[src/rtl/tx_pkt_sched.sv]
// Per-slot frame scheduler for the GMII transmitter: arbitrates video/audio/vidax,
// issues a registered start pulse and tracks the frame through busy and inter-frame gap.
module tx_pkt_sched #(
  parameter logic [11:0] AUX_SIZE      = 12'd50,
  parameter logic [4:0]  AUDIO_MAX     = 5'd20,
  parameter logic [2:0]  VID_RUN_MAX   = 3'd4,
  parameter logic [7:0]  START_TIMEOUT = 8'd64,
  parameter logic [4:0]  GAP_CYCLES    = 5'd12
) (
  input  logic        tx_clk,
  input  logic        sys_rst,
  input  logic        vid_empty,
  input  logic        vid_enable,
  input  logic        aux_empty,
  input  logic        adesig,
  input  logic [3:0]  ade_num,
  input  logic        vidax_en,
  input  logic        tx_busy,
  output logic        pkt_start,
  output logic [1:0]  pkt_type,
  output logic [4:0]  aux_cnt,
  output logic [11:0] aux_bytes,
  output logic [15:0] pkts_sent,
  output logic        err_timeout
);

  typedef enum logic [1:0] {StIdle, StWaitStart, StBusy, StGap} state_e;

  state_e      state_q;
  logic [2:0]  vid_run_q;
  logic [7:0]  to_cnt_q;
  logic [4:0]  gap_cnt_q;

  logic        vreq, areq;
  logic        grant;
  logic [4:0]  ade_inc;
  logic [1:0]  grant_type;
  logic [4:0]  grant_cnt;
  logic [11:0] grant_bytes;
  logic [2:0]  grant_run;

  assign vreq    = ~vid_empty & vid_enable;
  assign areq    = ~aux_empty & adesig;
  assign ade_inc = {1'b0, ade_num} + 5'd1;
  assign grant   = vreq | areq;

  always_comb begin
    grant_type = 2'b00;
    grant_cnt  = 5'd0;
    grant_run  = 3'd0;
    if (vreq && areq && vidax_en) begin
      grant_type = 2'b10;
      grant_cnt  = 5'd1;
    end else if (areq && (!vreq || vid_run_q == VID_RUN_MAX)) begin
      grant_type = 2'b01;
      grant_cnt  = (ade_inc > AUDIO_MAX) ? AUDIO_MAX : ade_inc;
    end else begin
      // Video: count consecutive grants so pending audio is eventually forced in.
      grant_run = (vid_run_q == VID_RUN_MAX) ? vid_run_q : vid_run_q + 3'd1;
    end
  end

  assign grant_bytes = AUX_SIZE * {7'd0, grant_cnt};

  always_ff @(posedge tx_clk or posedge sys_rst) begin
    if (sys_rst) begin
      state_q     <= StIdle;
      vid_run_q   <= 3'd0;
      to_cnt_q    <= 8'd0;
      gap_cnt_q   <= 5'd0;
      pkt_start   <= 1'b0;
      pkt_type    <= 2'b00;
      aux_cnt     <= 5'd0;
      aux_bytes   <= 12'd0;
      pkts_sent   <= 16'd0;
      err_timeout <= 1'b0;
    end else begin
      pkt_start <= 1'b0;
      unique case (state_q)
        StIdle: begin
          if (grant) begin
            pkt_start <= 1'b1;
            pkt_type  <= grant_type;
            aux_cnt   <= grant_cnt;
            aux_bytes <= grant_bytes;
            vid_run_q <= grant_run;
            to_cnt_q  <= 8'd0;
            state_q   <= StWaitStart;
          end
        end
        StWaitStart: begin
          if (tx_busy) begin
            state_q <= StBusy;
          end else begin
            to_cnt_q <= to_cnt_q + 8'd1;
            if (to_cnt_q == START_TIMEOUT - 8'd1) begin
              err_timeout <= 1'b1;
              state_q     <= StIdle;
            end
          end
        end
        StBusy: begin
          if (!tx_busy) begin
            pkts_sent <= pkts_sent + 16'd1;
            gap_cnt_q <= 5'd0;
            state_q   <= StGap;
          end
        end
        StGap: begin
          gap_cnt_q <= gap_cnt_q + 5'd1;
          if (gap_cnt_q == GAP_CYCLES - 5'd1) state_q <= StIdle;
        end
        default: state_q <= StIdle;
      endcase
    end
  end

endmodule
[config.mk]
export PLATFORM = sky130hd
export DESIGN_NAME = tx_pkt_sched
export DESIGN_NICKNAME = d
export VERILOG_FILES = /design/src/rtl/tx_pkt_sched.sv
export SDC_FILE = /design/constraint.sdc
export NUM_CORES = 1
export LEC_CHECK = 0
export CORE_UTILIZATION = 55
export CTS_CLUSTER_SIZE = 10
export DETAILED_ROUTE_END_ITERATION = 8
export DONT_BUFFER_PORTS = 1
export PLACE_DENSITY = 0.79
export SKIP_LAST_GASP = 1
export SYNTH_ARGS = -nofsm -noshare
export SYNTH_HDL_FRONTEND = slang
export SYNTH_SLANG_ARGS = --single-unit
[constraint.sdc]
create_clock -name tx_clk -period 4.6 [get_ports tx_clk]
set_input_delay 0 -clock tx_clk [delete_from_list [all_inputs] [get_ports tx_clk]]
set_output_delay 0 -clock tx_clk [all_outputs]
set_load 0.02 [all_outputs]
== After elaboration in Yosys (flattened, before gate mapping) ==
Cells that the tools add are included.
Word-level totals
  register bits after elaboration: 53
  input bits: 12
  output and inout port bits: 37
  logic and storage cells: 71
Operators by class
  add/subtract/negate cells: 5
  $mul: 1
  $lt $le $gt $ge: 1
  eq/ne operators: 12
  muxes and demuxes: 21
  bitwise gates (word level): 6
  reduce and logical (&&, ||, !) cells: 15
Operators with widths (number)
  $mux W5: 4
  $add A16 B1 Y16 const B: 1
  $mux W8: 2
  $pmux W8 S2: 1
  $mux W2: 6
  $mul A5 B5 Y10 const A: 1
  $pmux W5 S2: 1
  $mux W3: 3
  $reduce_and A3 Y1: 3
  $add A8 B1 Y8 const B: 1
  $eq A8 B6 Y1 const B: 1
  $ne A2 B2 Y1 const B: 4
  $pmux W2 S4: 1
  $reduce_and A2 Y1: 3
  $add A4 B1 Y5 const B: 1
  $add A5 B1 Y5 const B: 1
  $eq A5 B4 Y1 const B: 1
  $gt A5 B5 Y1 const B: 1
  $eq A2 B2 Y1 const B: 2
  $reduce_and A4 Y1: 1
  $reduce_bool A2 Y1: 2
  $add A3 B1 Y3 const B: 1
  $eq A3 B3 Y1 const B: 1
  $logic_and A1 B1 Y1: 3
  other kinds (10): 15

== Logic depth before layout (Yosys ltp) ==
  depth after elaboration: 8
  gate-level depth with buffers: 15
  mapped depth without buffers: 15

== Least setup slack after synthesis ==
No wires, ideal clock.
  kind: flip-flop to flip-flop
  start: register vid_run_q[0]
  end: register aux_bytes[9]
  library setup time: 0.068 ns
  arrival: 2.841 ns
  data required time: 4.532 ns
  path slack: 1.691 ns
  cell stages (with the launch flop): 15
  path buffers: 0
  period minus slack after synthesis: 2.909 ns
  path through: dfrtp_1 -> inv_1 -> ha_1 -> nand2_1 -> o21ai_0 -> nand2_1 -> nor3_1 -> ha_1 -> ha_1 -> inv_1 -> fa_1 -> nor2b_1 -> o21ai_0 -> a211o_1 -> nand3_1
Between the ends
  longest elaborated chain between the ends: 6
Ends and longest elaborated chain
  from (decl): line 30  | logic [2:0] vid_run_q;
  from (signal assigned): line 86  | vid_run_q <= grant_run;
  $eq A3 B3 Y1: line 54  | end else if (areq && (!vreq || vid_run_q == VID_RUN_MAX)) begin
  $logic_or A1 B1 Y1: line 54
  $logic_and A1 B1 Y1: line 54
  $mux W5: line 54
  $mux W5: line 51  | if (vreq && areq && vidax_en) begin
  $mul A5 B5 Y10: line 63  | assign grant_bytes = AUX_SIZE * {7'd0, grant_cnt};
  to (signal assigned): line 85  | aux_bytes <= grant_bytes;
  to (decl): line 22  | output logic [11:0] aux_bytes,
No other way between the ends.
A chain may end at the register's enable or synchronous reset.

== Worst setup path in the final report ==
  start: register vid_run_q[0]
  end: register aux_bytes[9]
Between the ends
  longest elaborated chain between the ends: 6
Ends and longest elaborated chain
  $eq A3 B3 Y1: line 54
  $logic_or A1 B1 Y1: line 54
  $logic_and A1 B1 Y1: line 54
  $mux W5: line 54
  $mux W5: line 51
  via grant_cnt[4]: line 38  | logic [4:0] grant_cnt;
  $mul A5 B5 Y10: line 63
The timed path passes the listed nets, and every way through them passes these cells.

==> results.json <==
{
  "root_buffer": "clkbuf_8",
  "fp.dieW_um": 73,
  "layout.nets": 320,
  "reg2reg_slack_ns": 1.33,
  "postCtsHoldBufs": 9,
  "use_met3_pct": 7.73,
  "setup_viol": 0,
  "busiest_layer": "met2",
  "synth_edf_count": 0,
  "p_switching_w": 0.000520,
  "final_common_cell": "dfrtp_1",
  "yosys.area_share.adder_pct": 10.2,
  "final.setup.tns_ns": 0,
  "regArea_um2": 1250,
  "antenna_found_initial": 0,
  "grt_pass1_vias": 1882,
  "dp.cells": 337,
  "grtUsageMet1_pct": 24.1,
  "status": "finished, final reports clean",
  "cp.arrival_ns": 3.52,
  "synth_top_area_cell": "dfrtp_1",
  "path_max_fanout": 7,
  "maxCapViolations": 0,
  "ys_warn_count": 0,
  "firstDrtPassIters": 4,
  "ys_ff_latch": 50,
  "die_h_um": 73,
  "p_clk_share_pct": 23.7,
  "post-cts-setup-buffer-count": 0,
  "finalCritPeriodShare_pct": 71.0,
  "pre_cts_ws_ns": 1.38,
  "p_leak_nw": 1.48,
  "area_growth_pct": 7.81,
  "syn_area_um2": 2770,
  "cts_tree": "done",
  "holdWs_ns": 0.0141,
  "met2_usage_pct": 33.5,
  "synth-xor-area-share_pct": 7.58,
  "yosysSeqAreaShare_pct": 45.1,
  "clk_pin_slew_ns": 0.10,
  "clkLatencyLatePin_ns": 0.31,
  "required_ns": 4.85,
  "start_util_pct": 57.9,
  "core_um2": 4790,
  "power.density_nw_per_um2": 453,
  "grt_pass1_wl_mm": 8.38,
  "grt_remaining_overflow": 0,
  "drt_first_iter_violations": 115,
  "antenna_cells": 0,
  "io_pins": 49,
  "comb_power_share_pct": 21.7,
  "gp_congestion": 0.816,
  "p_seq_share_pct": 54.6,
  "worstSetupStartpoint": "vid_run_q[0]",
  "hp-start": "vid_empty",
  "fill_cells": 398,
  "viasPerCell": 5.54,
  "mostFrequentLayoutCells": "dfrtp_1 (50), nand2_1 (43), ha_1 (21)",
  "cts_made_buffers": 5,
  "rsz0062_at_grt": "no",
  "drt-total-wl_mm": 4.95,
  "synth_top_area_share_pct": 45.1,
  "relSlewSlack_pct": 29.7,
  "cts_max_level": 2,
  "worstMarginPinSlew_ns": 1.05,
  "multi_input_area_um2": 1390,
  "synth_top_family_by_area": "simple AND/OR/NAND/NOR gates",
  "p_sw_share_pct": 38.4,
  "dieArea_um2": 5330,
  "grt_usage_pct": 20.5,
  "worstSetupPathType": "reg2reg",
  "async_flop_share_pct": 100,
  "synth_mux_area_share_pct": 0.361,
  "synth_area_leaders": "dfrtp_1 (45%), ha_1 (9.5%), nand2_1 (5.8%)",
  "rows": 25,
  "antenna_left": 0,
  "synth-simple-area-share_pct": 21.6,
  "vdd_drop_max_uv": 306,
  "fmax_mhz": 306,
  "synth_cell_types": 49,
  "num_vias": 1962,
  "synthFlopType": "dfrtp_1",
  "reg2reg_from": "vid_run_q[0]",
  "drc": 0,
  "final_max_slew_viol_count": 0,
  "hp-class": "in2reg",
  "drive_above_1_share_pct": 6.62,
  "p_int_w": 0.000835,
  "fin_ws_ns": 1.33,
  "synth_cells": 281,
  "worst_setup_path_end_kind": "register",
  "skew_ns": 0.00600,
  "avgSynthCellArea_um2": 9.87,
  "crit_path_start_kind": "register",
  "cts_resized": 0,
  "final-hold-violation-count": 0,
  "numPortBuffers": 0,
  "cts_sinks": 50,
  "clock_path_buffers": 2,
  "place_hpwl_mm": 3.47,
  "period_needed_ns": 3.27,
  "grt_max_degree": 51,
  "wl_per_cell_um": 14.0,
  "stdcell_count": 354,
  "synth_compound_area_share_pct": 9.97
}
-- per-stage QoR --
step | cell area (um2) | utilization (%) | total power, W
6_report | 2990 | 62.5 | 0.00136
5_1_grt | 2990 | 62.5 | 0.00145
4_1_cts | 2990 | 62.5 | 0.00137
3_5_place_dp | 2780 | 58.1 | 0.00103
3_3_place_gp | 2780 | 58.1 | 0.00102
2_1_floorplan | 2780 | - | 0.000993
-- power groups by stage --
| stage | clock network, W | logic, W | registers (W) |
|---|---|---|---|
| final | 0.000321 | 0.000295 | 0.000740 |
| after global routing | 0.000352 | 0.000340 | 0.000760 |
| after CTS | 0.000331 | 0.000296 | 0.000739 |
| after detailed placement | 0 | 0.000285 | 0.000746 |
| after global placement | 0 | 0.000273 | 0.000743 |
| after floorplan | 0 | 0.000302 | 0.000692 |
-- kinds of logic (layout without fill, tap and decap cells) --
kind of cell | Yosys count | count (layout)
simple gates | 112 | 112
mux | 1 | 1
flops | 50 | 50
xor+xnor | 24 | 24
compound gates | 44 | 44
buf+inv | 27 | 32
fa+ha+maj | 22 | 22
other cells | 1 | 2
-- path summary, 6_finish.rpt --
path,endpoint,depth (start not counted)
hold reg to reg,gap_cnt_q[4],1
setup / recovery,aux_bytes[9],15
setup reg to reg,aux_bytes[9],15
hold / removal,pkt_type[1],3
min in group asynchronous,pkts_sent[14],2
max in group asynchronous,err_timeout,2
-- registers in the layout, summed over array words and instances, names as in the netlist, 2 cells and up, named ones only --
name / flops
vid_run_q: 3
pkt_type: 2
gap_cnt_q: 5
pkts_sent: 16
aux_cnt: 5
to_cnt_q: 8
aux_bytes: 7
-- layout make-up --
type	instances	area share, %
Clock inverter	3	1.63
Clock buffer	5	2.30
Inverter	15	1.88
Multi-Input combinational cell	205	46.5
Tap cell	67	2.80
Sequential cell	50	41.9
Timing Repair Buffer	9	3.01
-- synthesized netlist by cell type (2+ instances only) --
cell type and n:
and2_1 2, nor4_4 2, nor2b_1 4, nor2_1 17, and3_1 6, buf_6 2, o21ai_0 18, nand3_1 12
dfrtp_1 50, nand2_1 43, buf_2 3, inv_1 14, a21oi_1 5, a31oi_1 2, nand4_1 7, clkbuf_1 2
o31ai_1 4, xor2_1 9, a21o_1 4, ha_1 21, buf_4 5, nor3b_1 2, nor3_1 7, xnor2_1 15
-- worst max-delay path, cell delays in order (launching register included) --
cell     delay (ns)
dfrtp_1        0.39
inv_1          0.09
ha_1           0.15
nand2_1        0.07
o21ai_0        0.24
nand2_1        0.21
nor2_1         0.27
ha_1           0.28
ha_1           0.29
ha_1           0.18
inv_1          0.06
fa_1           0.40
nor2b_1        0.11
o21ai_0        0.11
a211o_1        0.30
nand3_1        0.07
-- routing by layer --
layer / vias to the layer above / part of all wire (%)
li1: 970 / -
met1: 909 / 44
met2: 70 / 47
met3: 13 / 7.5
met4: 0 / 2.3
met5: - / 0
No activity file was read; power rests on OpenSTA's default activity.
